### src/rtl/seven_seg_pkg.sv
`default_nettype none
// ============================================================================
//  Module      : seven_seg_pkg
//  Description : Shared constants for the seven-segment scanner: default digit
//                count, active-low segment codes (seg[0]=a .. seg[6]=g),
//                blank/anode-off levels and the scanner state encoding.
//  Revision    : 1.0 - initial release
// ============================================================================
package seven_seg_pkg;

    // Default number of multiplexed digits
    localparam int DEF_NUM_DIGITS = 4;

    // Active-low segment codes, bit order {g,f,e,d,c,b,a}
    localparam logic [6:0] SEG_0 = 7'h40;
    localparam logic [6:0] SEG_1 = 7'h79;
    localparam logic [6:0] SEG_2 = 7'h24;
    localparam logic [6:0] SEG_3 = 7'h30;
    localparam logic [6:0] SEG_4 = 7'h19;
    localparam logic [6:0] SEG_5 = 7'h12;
    localparam logic [6:0] SEG_6 = 7'h02;
    localparam logic [6:0] SEG_7 = 7'h78;
    localparam logic [6:0] SEG_8 = 7'h00;
    localparam logic [6:0] SEG_9 = 7'h10;
    localparam logic [6:0] SEG_A = 7'h08;
    localparam logic [6:0] SEG_B = 7'h03;
    localparam logic [6:0] SEG_C = 7'h46;
    localparam logic [6:0] SEG_D = 7'h21;
    localparam logic [6:0] SEG_E = 7'h06;
    localparam logic [6:0] SEG_F = 7'h0E;

    // All segments dark
    localparam logic [6:0] SEG_BLANK = 7'h7F;

    // Level of a single anode select when its digit is off (anodes are active-low)
    localparam logic AN_OFF = 1'b1;

    // Scanner state encoding
    typedef enum logic [0:0] {
        IDLE = 1'b0,
        SCAN = 1'b1
    } scan_state_t;

endpackage : seven_seg_pkg
`default_nettype wire

### src/rtl/hex_to_seven_segment.sv
`default_nettype none
// ============================================================================
//  Module      : hex_to_seven_segment
//  Description : Combinational hex nibble to active-low seven-segment decoder.
//  Revision    : 1.0 - initial release
// ============================================================================
module hex_to_seven_segment
    import seven_seg_pkg::*;
(
    input  logic [3:0] nibble,
    output logic [6:0] seg_code
);

    // Map each hex digit onto its standard segment pattern
    always_comb begin
        seg_code = SEG_BLANK;
        case (nibble)
            4'h0: seg_code = SEG_0;
            4'h1: seg_code = SEG_1;
            4'h2: seg_code = SEG_2;
            4'h3: seg_code = SEG_3;
            4'h4: seg_code = SEG_4;
            4'h5: seg_code = SEG_5;
            4'h6: seg_code = SEG_6;
            4'h7: seg_code = SEG_7;
            4'h8: seg_code = SEG_8;
            4'h9: seg_code = SEG_9;
            4'hA: seg_code = SEG_A;
            4'hB: seg_code = SEG_B;
            4'hC: seg_code = SEG_C;
            4'hD: seg_code = SEG_D;
            4'hE: seg_code = SEG_E;
            4'hF: seg_code = SEG_F;
            default: seg_code = SEG_BLANK;
        endcase
    end

endmodule : hex_to_seven_segment
`default_nettype wire

### src/rtl/seven_segment_scanner.sv
`default_nettype none
// ============================================================================
//  Module      : seven_segment_scanner
//  Description : Time-multiplexes a hex value onto a common-anode multi-digit
//                seven-segment display, one digit per clk_en strobe. The value,
//                decimal points and blanking enable are captured once per frame
//                so a frame never mixes old and new data. After every digit
//                switch all anodes stay off for BLANK_CYCLES clocks to avoid
//                ghosting. All outputs are registered.
//  Revision    : 1.0 - initial release
// ============================================================================
module seven_segment_scanner
    import seven_seg_pkg::*;
#(
    parameter int NUM_DIGITS   = DEF_NUM_DIGITS,
    parameter int BLANK_CYCLES = 16
) (
    input  logic                    clk,
    input  logic                    clr,
    input  logic                    clk_en,
    input  logic [4*NUM_DIGITS-1:0] value,
    input  logic [NUM_DIGITS-1:0]   dp,
    input  logic                    lz_en,
    output logic [NUM_DIGITS-1:0]   an,
    output logic [6:0]              seg,
    output logic                    dp_n,
    output logic                    frame_start
);

    localparam int SW = (NUM_DIGITS > 1) ? $clog2(NUM_DIGITS) : 1;
    localparam int GW = (BLANK_CYCLES > 0) ? $clog2(BLANK_CYCLES + 1) : 1;

    localparam logic [SW-1:0]         c_last_sel   = SW'(NUM_DIGITS - 1);
    localparam logic [SW-1:0]         c_one_sel    = SW'(1);
    localparam logic [GW-1:0]         c_guard_load = GW'(BLANK_CYCLES);
    localparam logic [GW-1:0]         c_guard_one  = GW'(1);
    localparam logic [NUM_DIGITS-1:0] c_an_off     = {NUM_DIGITS{AN_OFF}};

    scan_state_t             r_state;
    logic [SW-1:0]           r_digit_sel;
    logic [GW-1:0]           r_guard;
    logic [4*NUM_DIGITS-1:0] r_shadow_value;
    logic [NUM_DIGITS-1:0]   r_shadow_dp;
    logic                    r_shadow_lz;
    logic [NUM_DIGITS-1:0]   r_an;
    logic [6:0]              r_seg;
    logic                    r_dp_n;
    logic                    r_frame_start;

    logic [SW-1:0]           w_next_sel;
    logic                    w_snap;
    logic [4*NUM_DIGITS-1:0] w_src_value;
    logic [NUM_DIGITS-1:0]   w_src_dp;
    logic                    w_src_lz;
    logic [NUM_DIGITS-1:0]   w_upper_zero;
    logic [3:0]              w_nibble;
    logic                    w_dp_bit;
    logic                    w_blank;
    logic [6:0]              w_seg_code;
    logic [NUM_DIGITS-1:0]   w_an_next;
    logic [NUM_DIGITS-1:0]   w_an_cur;

    // Digit that the next strobe selects; leaving IDLE always starts at digit 0
    always_comb begin
        w_next_sel = '0;
        if (r_state == SCAN && r_digit_sel != c_last_sel) begin
            w_next_sel = r_digit_sel + c_one_sel;
        end
    end

    // A strobe landing on digit 0 opens a new frame, so decode straight from the
    // live inputs that are being captured on that very edge
    assign w_snap      = (w_next_sel == '0);
    assign w_src_value = w_snap ? value : r_shadow_value;
    assign w_src_dp    = w_snap ? dp    : r_shadow_dp;
    assign w_src_lz    = w_snap ? lz_en : r_shadow_lz;

    // Per digit: are this nibble and every more-significant nibble all zero
    always_comb begin
        w_upper_zero = '0;
        for (int i = 0; i < NUM_DIGITS; i++) begin
            w_upper_zero[i] = 1'b1;
            for (int j = i; j < NUM_DIGITS; j++) begin
                if (w_src_value[j*4 +: 4] != 4'h0) begin
                    w_upper_zero[i] = 1'b0;
                end
            end
        end
    end

    // Select nibble, decimal point and blanking for the upcoming digit; digit 0
    // is never blanked so an all-zero value still shows a single zero
    always_comb begin
        w_nibble = 4'h0;
        w_dp_bit = 1'b0;
        w_blank  = 1'b0;
        for (int i = 0; i < NUM_DIGITS; i++) begin
            if (w_next_sel == SW'(i)) begin
                w_nibble = w_src_value[i*4 +: 4];
                w_dp_bit = w_src_dp[i];
                w_blank  = (i != 0) && w_src_lz && w_upper_zero[i];
            end
        end
    end

    // Active-low one-hot anode patterns for the upcoming and current digit
    always_comb begin
        w_an_next = c_an_off;
        w_an_cur  = c_an_off;
        for (int i = 0; i < NUM_DIGITS; i++) begin
            w_an_next[i] = (w_next_sel  != SW'(i));
            w_an_cur[i]  = (r_digit_sel != SW'(i));
        end
    end

    hex_to_seven_segment u_decoder (
        .nibble   (w_nibble),
        .seg_code (w_seg_code)
    );

    // Scan state, frame capture, guard countdown and registered display outputs
    always_ff @(posedge clk) begin
        if (clr) begin
            r_state        <= IDLE;
            r_digit_sel    <= '0;
            r_guard        <= '0;
            r_shadow_value <= '0;
            r_shadow_dp    <= '0;
            r_shadow_lz    <= 1'b0;
            r_an           <= c_an_off;
            r_seg          <= SEG_BLANK;
            r_dp_n         <= 1'b1;
            r_frame_start  <= 1'b0;
        end else if (clk_en) begin
            r_state       <= SCAN;
            r_digit_sel   <= w_next_sel;
            r_frame_start <= w_snap;
            if (w_snap) begin
                r_shadow_value <= value;
                r_shadow_dp    <= dp;
                r_shadow_lz    <= lz_en;
            end
            r_seg  <= w_blank ? SEG_BLANK : w_seg_code;
            r_dp_n <= ~w_dp_bit;
            // A strobe inside a running guard simply restarts it, so a too-short
            // strobe period leaves the display dark rather than mis-lit
            if (BLANK_CYCLES == 0) begin
                r_an    <= w_an_next;
                r_guard <= '0;
            end else begin
                r_an    <= c_an_off;
                r_guard <= c_guard_load;
            end
        end else begin
            r_frame_start <= 1'b0;
            if (r_guard != '0) begin
                r_guard <= r_guard - c_guard_one;
                if (r_guard == c_guard_one) begin
                    r_an <= w_an_cur;
                end
            end
        end
    end

    assign an          = r_an;
    assign seg         = r_seg;
    assign dp_n        = r_dp_n;
    assign frame_start = r_frame_start;

endmodule : seven_segment_scanner
`default_nettype wire

### config.mk
export PLATFORM = sky130hd
export DESIGN_NAME = seven_segment_scanner
export DESIGN_NICKNAME = d
export VERILOG_FILES = /design/src/rtl/seven_seg_pkg.sv /design/src/rtl/hex_to_seven_segment.sv /design/src/rtl/seven_segment_scanner.sv
export SDC_FILE = /design/constraint.sdc
export NUM_CORES = 1
export LEC_CHECK = 0
export BUFFER_PORTS_ARGS = -buffer_cell sky130_fd_sc_hd__buf_2
export CORE_ASPECT_RATIO = 0.75
export CORE_MARGIN = 2
export CORE_UTILIZATION = 54
export DETAILED_ROUTE_END_ITERATION = 10
export PLACE_DENSITY_LB_ADDON = 0.12
export SLEW_MARGIN = 10
export SYNTH_ARGS = -nofsm -noshare
export SYNTH_HDL_FRONTEND = slang
export SYNTH_SLANG_ARGS = --single-unit
### constraint.sdc
create_clock -name clk -period 3.5 [get_ports clk]
set_clock_uncertainty 0.1 [all_clocks]
set_input_delay 0.35 -clock clk [delete_from_list [all_inputs] [get_ports clk]]
set_output_delay 0.35 -clock clk [all_outputs]
set_load 0.01 [all_outputs]
* After elaboration in Yosys (flattened, before gate mapping) *
Memories as Yosys holds them, arrays and structs flattened.
Cells that the tools add are included.

storage, ports and cells
  register bits after elaboration = 42
  input bits = 24
  output and inout port bits = 13
  memories kept = 1
  memory bits (read-only) = 112

cells by class
  reductions and logical operators = 14
  mux-type cells = 24
  eq/ne operators = 7
  bitwise gates (word level) = 2
  add/sub/neg operators = 2

memories
  memory           words  width  rd ports  clocked after Yosys merged registers in  write ports  line                        RTL
  (no name shown)  16     7      1         0                                        0            hex_to_seven_segment.sv:17  case (nibble)

operators by type and width
  cell                                                                    count
  4-bit two-way mux                                                       5
  16-bit two-way mux                                                      1
  1-bit two-way mux                                                       14
  4-bit nonzero test                                                      3
  5-bit two-way mux                                                       2
  7-bit two-way mux                                                       1
  5-bit by 1-bit equality test with 1-bit output (second input constant)  1
  5-bit nonzero test                                                      1
  5-bit by 1-bit subtractor with 5-bit output (second input constant)     1
  2-bit equality test (second input constant)                             2
  1-bit logical AND                                                       4
  2-bit != test (second input constant)                                   2
  2-bit nonzero test                                                      2
  2-bit OR reduction                                                      2
  2-bit by 1-bit adder with 2-bit output (second input constant)          1
  2-bit by 1-bit equality test with 1-bit output (second input constant)  1
  2-bit zero test                                                         1
  2-bit two-way mux                                                       1
  2-bit by 1-bit != test with 1-bit output (second input constant)        1
  1-bit inverter                                                          2
  2-bit AND reduction                                                     1

* Depth between registers and ports, before layout *
  depth after elaboration = 14
  depth in mapped cells = 14
  gate-level depth less buffers = 11

* By module *
Synthesis repeated with hierarchy kept, for this count alone.

unflattened totals
  cells, all modules = 237
  area, all modules = 1993.2 sq um

by module, submodules not included
  module                 times used  cells each  area each (sq um)
  seven_segment_scanner  1           205         1717.9
  hex_to_seven_segment   1           32          275.3

* Least setup slack after synthesis *
OpenSTA, ideal clock, no wires.

  kind = reg2reg
  from = register r_digit_sel[0]
  to = register r_seg[3], in the netlist seg[3]
  path slack = 0.781 ns
  arrival = 2.561 ns
  data required time = 3.342 ns
  buffers on the path = 3
  cell stages (with the launch flop) = 15
  cell sequence = dfxtp_1 -> buf_2 -> inv_2 -> ha_1 -> buf_2 -> buf_2 -> nand3b_1 -> o22ai_1 -> a221o_1 -> inv_1 -> ha_1 -> inv_1 -> mux2_2 -> mux2i_1 -> o22a_1

on the way
  longest elaborated chain between the ends = 14
  elaborated cells between the ends (all ways) = 31
  classes of those cells = 1 x add/sub; 4 x eq/ne; 17 x mux; 8 x reduce/logical; 1 x memory

RTL lines
  item                                                                                            line                          RTL
  from (decl)                                                                                     seven_segment_scanner.sv:40   logic [SW-1:0] r_digit_sel;
  from (signal assigned)                                                                          seven_segment_scanner.sv:136  r_digit_sel <= w_next_sel;
  parallel branches: the longest is 2 deep, another holds 2-bit by 1-bit adder with 2-bit output  n/a
  2-bit two-way mux (*)                                                                           seven_segment_scanner.sv:66   if (r_state == SCAN && r_digit_sel != c_last_sel) begin
  parallel branches: the longest is 10 deep, another holds memory read 16 x 7 bit                 n/a
  7-bit two-way mux (*)                                                                           seven_segment_scanner.sv:143  r_seg <= w_blank ? SEG_BLANK : w_seg_code;
  to (signal assigned)                                                                            seven_segment_scanner.sv:143
  to (decl)                                                                                       seven_segment_scanner.sv:46   logic [6:0] r_seg;

Every way passes the cells marked *.
A chain may end at the register's enable or synchronous reset.

* Worst setup path after layout *
  from = register r_digit_sel[1]
  to = register r_seg[6], in the netlist seg[6]

The elaborated chain is that of the path after synthesis.

==> impl_results.md <==
- Status: finished, final reports clean
- Vias per cell: ~5.6
- FP Rows: 18
- Worst setup SP type: flip-flop
- Cts hold-fix bufs: 0
- GPL Wtd Cong: 0.833
- Area share of the largest cell type after synthesis: 0.379
- Post_cts resized: 0
- Die Span Y: between 50 and 60 um
- Pwr dens: 493 nW/um^2
- Core box area: 3380 sq um
- Crit-path leading delay family: adder cells
- Root buf cell: clkbuf_8
- Reg clk slew, reported paths: approximately 80 ps
- Top Ports: 37
- Postcts setup bufs: 0
- Most frequent cells in the layout: nand2_1, dfxtp_1, buf_2
- Final core utilization: 0.666
- Worst R2R Path Depth: 10
- Max-slew violations: 0
- Synth area leader: dfxtp_1
- CP startpoint: r_digit_sel[1]
- Drt first pass iters: 4
- Maximum vdd drop: a little under 0.0003 V
- Critical path arrival: about 3000 ps
- Register area share after synthesis: 0.379
- Synthesis warning total: 0
- Async SR Flop Fraction: 0
- Antenna violations before repair: 0
- Overall Global Routing Usage: 0.222
- Post-synth top flop: dfxtp_1
- Commonest non-fill, non-tap cell in the layout: nand2_1
- Worst Path Buf+Inv: 2
- Max_slew headroom: 0.625
- Initial DRC Count: 97
- Full die area: between 4000 and 5000 sq um
- Syn nets: 270
- Cts bufs inserted: 5
- Total power: 0.00111 W
- Min-delay worst type: input port to flip-flop
- CP max stage delay: about 650 ps
- Distinct cells, synth: 48
- R2R Setup Slk: 580 ps
- Initial Util: 0.578
- Post-layout nets: between 300 and 400
- CP max FO: 17
- Layout cell share with drive strength beyond 1: 0.214
- CTS tree: built
- Longest Clk Path Bufs: 2
- Crit end category: flip-flop
- Synth area leaders: dfxtp_1, nand2_1, ha_1
- Crit-path cells: inv_1, ha_1, mux2_2, o22ai_1, a21o_1, inv_1, ha_1, mux2i_1, nor2_1, o32a_1
- Via Count: roughly 1.7k
- Port bufs: 36
- Vias in the first global route: around 1.6k
- Cell Area, Synth: between 1500 and 2000 sq um
- Fin. Hold Viols: 0
- Leak pwr: ~0.95 nW
- Largest net degree at the start of global routing: 25
- HPWL Detailed: 3.02 mm
- Avg WL per Cell: between 10 and 15 um
- Htree depth: 2
- Tcrit/Tclk final: 0.834
- Worst Max-Slew Pin Slew: 563 ps
- Synthesized instance count: approximately 230
- Critical Path RT: about 3600 ps
- Slowest CP cell: ha_1
- DRT Wirelength: between 4 and 5 mm
- Maxcap violations: 0
- DR DRC count: 0
- Die W: 73.4 um
- R2r endpoint: seg[6]
- Setup CP Type: flip-flop to flip-flop
- Detail Route Antenna Nets: 0
- Diodes inserted: 0
- CP endpoint: seg[6]
- Synth Area per Inst: between 8 and 9 sq um
- Crit. path cell count: 10
- First-pass GRT wire length: 7.26 mm
- Max Clock Freq: 343 MHz
- Setup TNS: 0 ps
- Synthesis-to-finish area growth: 15.3%
- Clk_lat worst skew: between 200 and 300 ps
- Setup-failing EPs final: 0
- Clock sink total: 37
- Register bit total from synthesis: 37
- Reg2reg start: r_digit_sel[1]
- Clock period minus worst slack: about 2900 ps
- RSZ-0062 raised after global routing: false
- Number of synthesized flops with an enable pin: 0
- Overflow after GRT: 0
==> routing by layer <==
layer | global-route usage | up-vias | routed length [um] | part of all wire
met5 | 0 | - | 0 | 0
met4 | 0.0909 | 0 | 61 | 0.015
met3 | 0.0525 | 8 | 221 | 0.054
met2 | 0.322 | 45 | 1710 | 0.42
met1 | 0.313 | 779 | 2100 | 0.51
li1 | - | 886 | - | -
==> worst min-delay path by stage <==
stage | from | endpoint | slack (ps) | cells after the start
2_1_floorplan | r_shadow_dp[1] | r_shadow_dp[1] | 340 | 2
3_3_place_gp | dp_n | dp_n | 350 | 2
3_5_place_dp | dp_n | dp_n | 350 | 2
4_1_cts | dp[3] | r_shadow_dp[3] | 190 | 3
5_1_grt | value[7] | r_shadow_value[7] | 190 | 3
6_report | dp[3] | r_shadow_dp[3] | 190 | 3
==> synth_stat cells, types with 2 or more instances <==
library cell and number:
nand2_1 48, dfxtp_1 37, a21oi_1 22, nor2_1 16, ha_1 12, clkbuf_1 9
inv_1 9, mux2i_1 7, nor3_1 7, o211ai_1 5, o32a_1 5, o22ai_1 4
buf_2 3, mux2_2 3, nand3_1 3, nand3b_1 3, nor2b_1 3, xnor2_1 3
a211oi_1 2, a21o_1 2, o21ai_0 2, o22a_1 2, or2_2 2
==> where the power goes <==
part | switching (W) | leakage [nW] | internal, W
combinational | 0.000136 | 0.590 | 0.000109
sequential | 0.0000246 | 0.305 | 0.000455
clock | 0.000153 | 0.0574 | 0.000232
==> sequential cells by signal, indices dropped and copies added (netlist names) <==
| name | cells |
|---|---|
| an | 4 |
| dp_n | 1 |
| frame_start | 1 |
| r_digit_sel | 2 |
| r_guard | 5 |
| r_shadow_dp | 3 |
| r_shadow_lz | 1 |
| r_shadow_value | 12 |
| r_state | 1 |
| seg | 7 |
==> area by class of cell <==
class                   instances  area, sq um
flip-flops and latches         37          741
clock inverters                 2         37.5
fillers                       294         1130
well taps                      40         50.0
inverters                      10         37.5
repair buffers                 38          195
multi-input cells             173         1110
clock buffers                   6         82.6
==> through the flow <==
stage,std cells,hold WS [ps],worst slack [ps],instance area [sq um]
after floorplan,234,336,781,1950
after global placement,298,345,694,2130
after detailed placement,298,351,657,2130
after CTS,306,187,628,2250
after global routing,306,194,405,2250
final,306,190,581,2250
==> worst register-to-register path, delay by kind of cell (launching register included) <==
family,cells,cell delay (ps)
fa+ha+maj,2,910
compound gates,3,620
mux,2,550
flops,1,390
buf+inv,2,200
simple gates,1,60
==> kinds of logic (layout without fill, tap and decap cells) <==
logic type | after synthesis | count (layout) | share of synthesized area
AND/OR/NAND/NOR | 92 | 92 | 0.216
AO/OA/AOI/OAI | 56 | 56 | 0.207
flip-flops | 37 | 37 | 0.379
buffers and inverters | 24 | 56 | 0.0538
adder cells (fa/ha/maj) | 12 | 12 | 0.0769
multiplexers | 10 | 10 | 0.0532
XOR/XNOR | 3 | 3 | 0.0135
(Power assumes the default switching activity.)
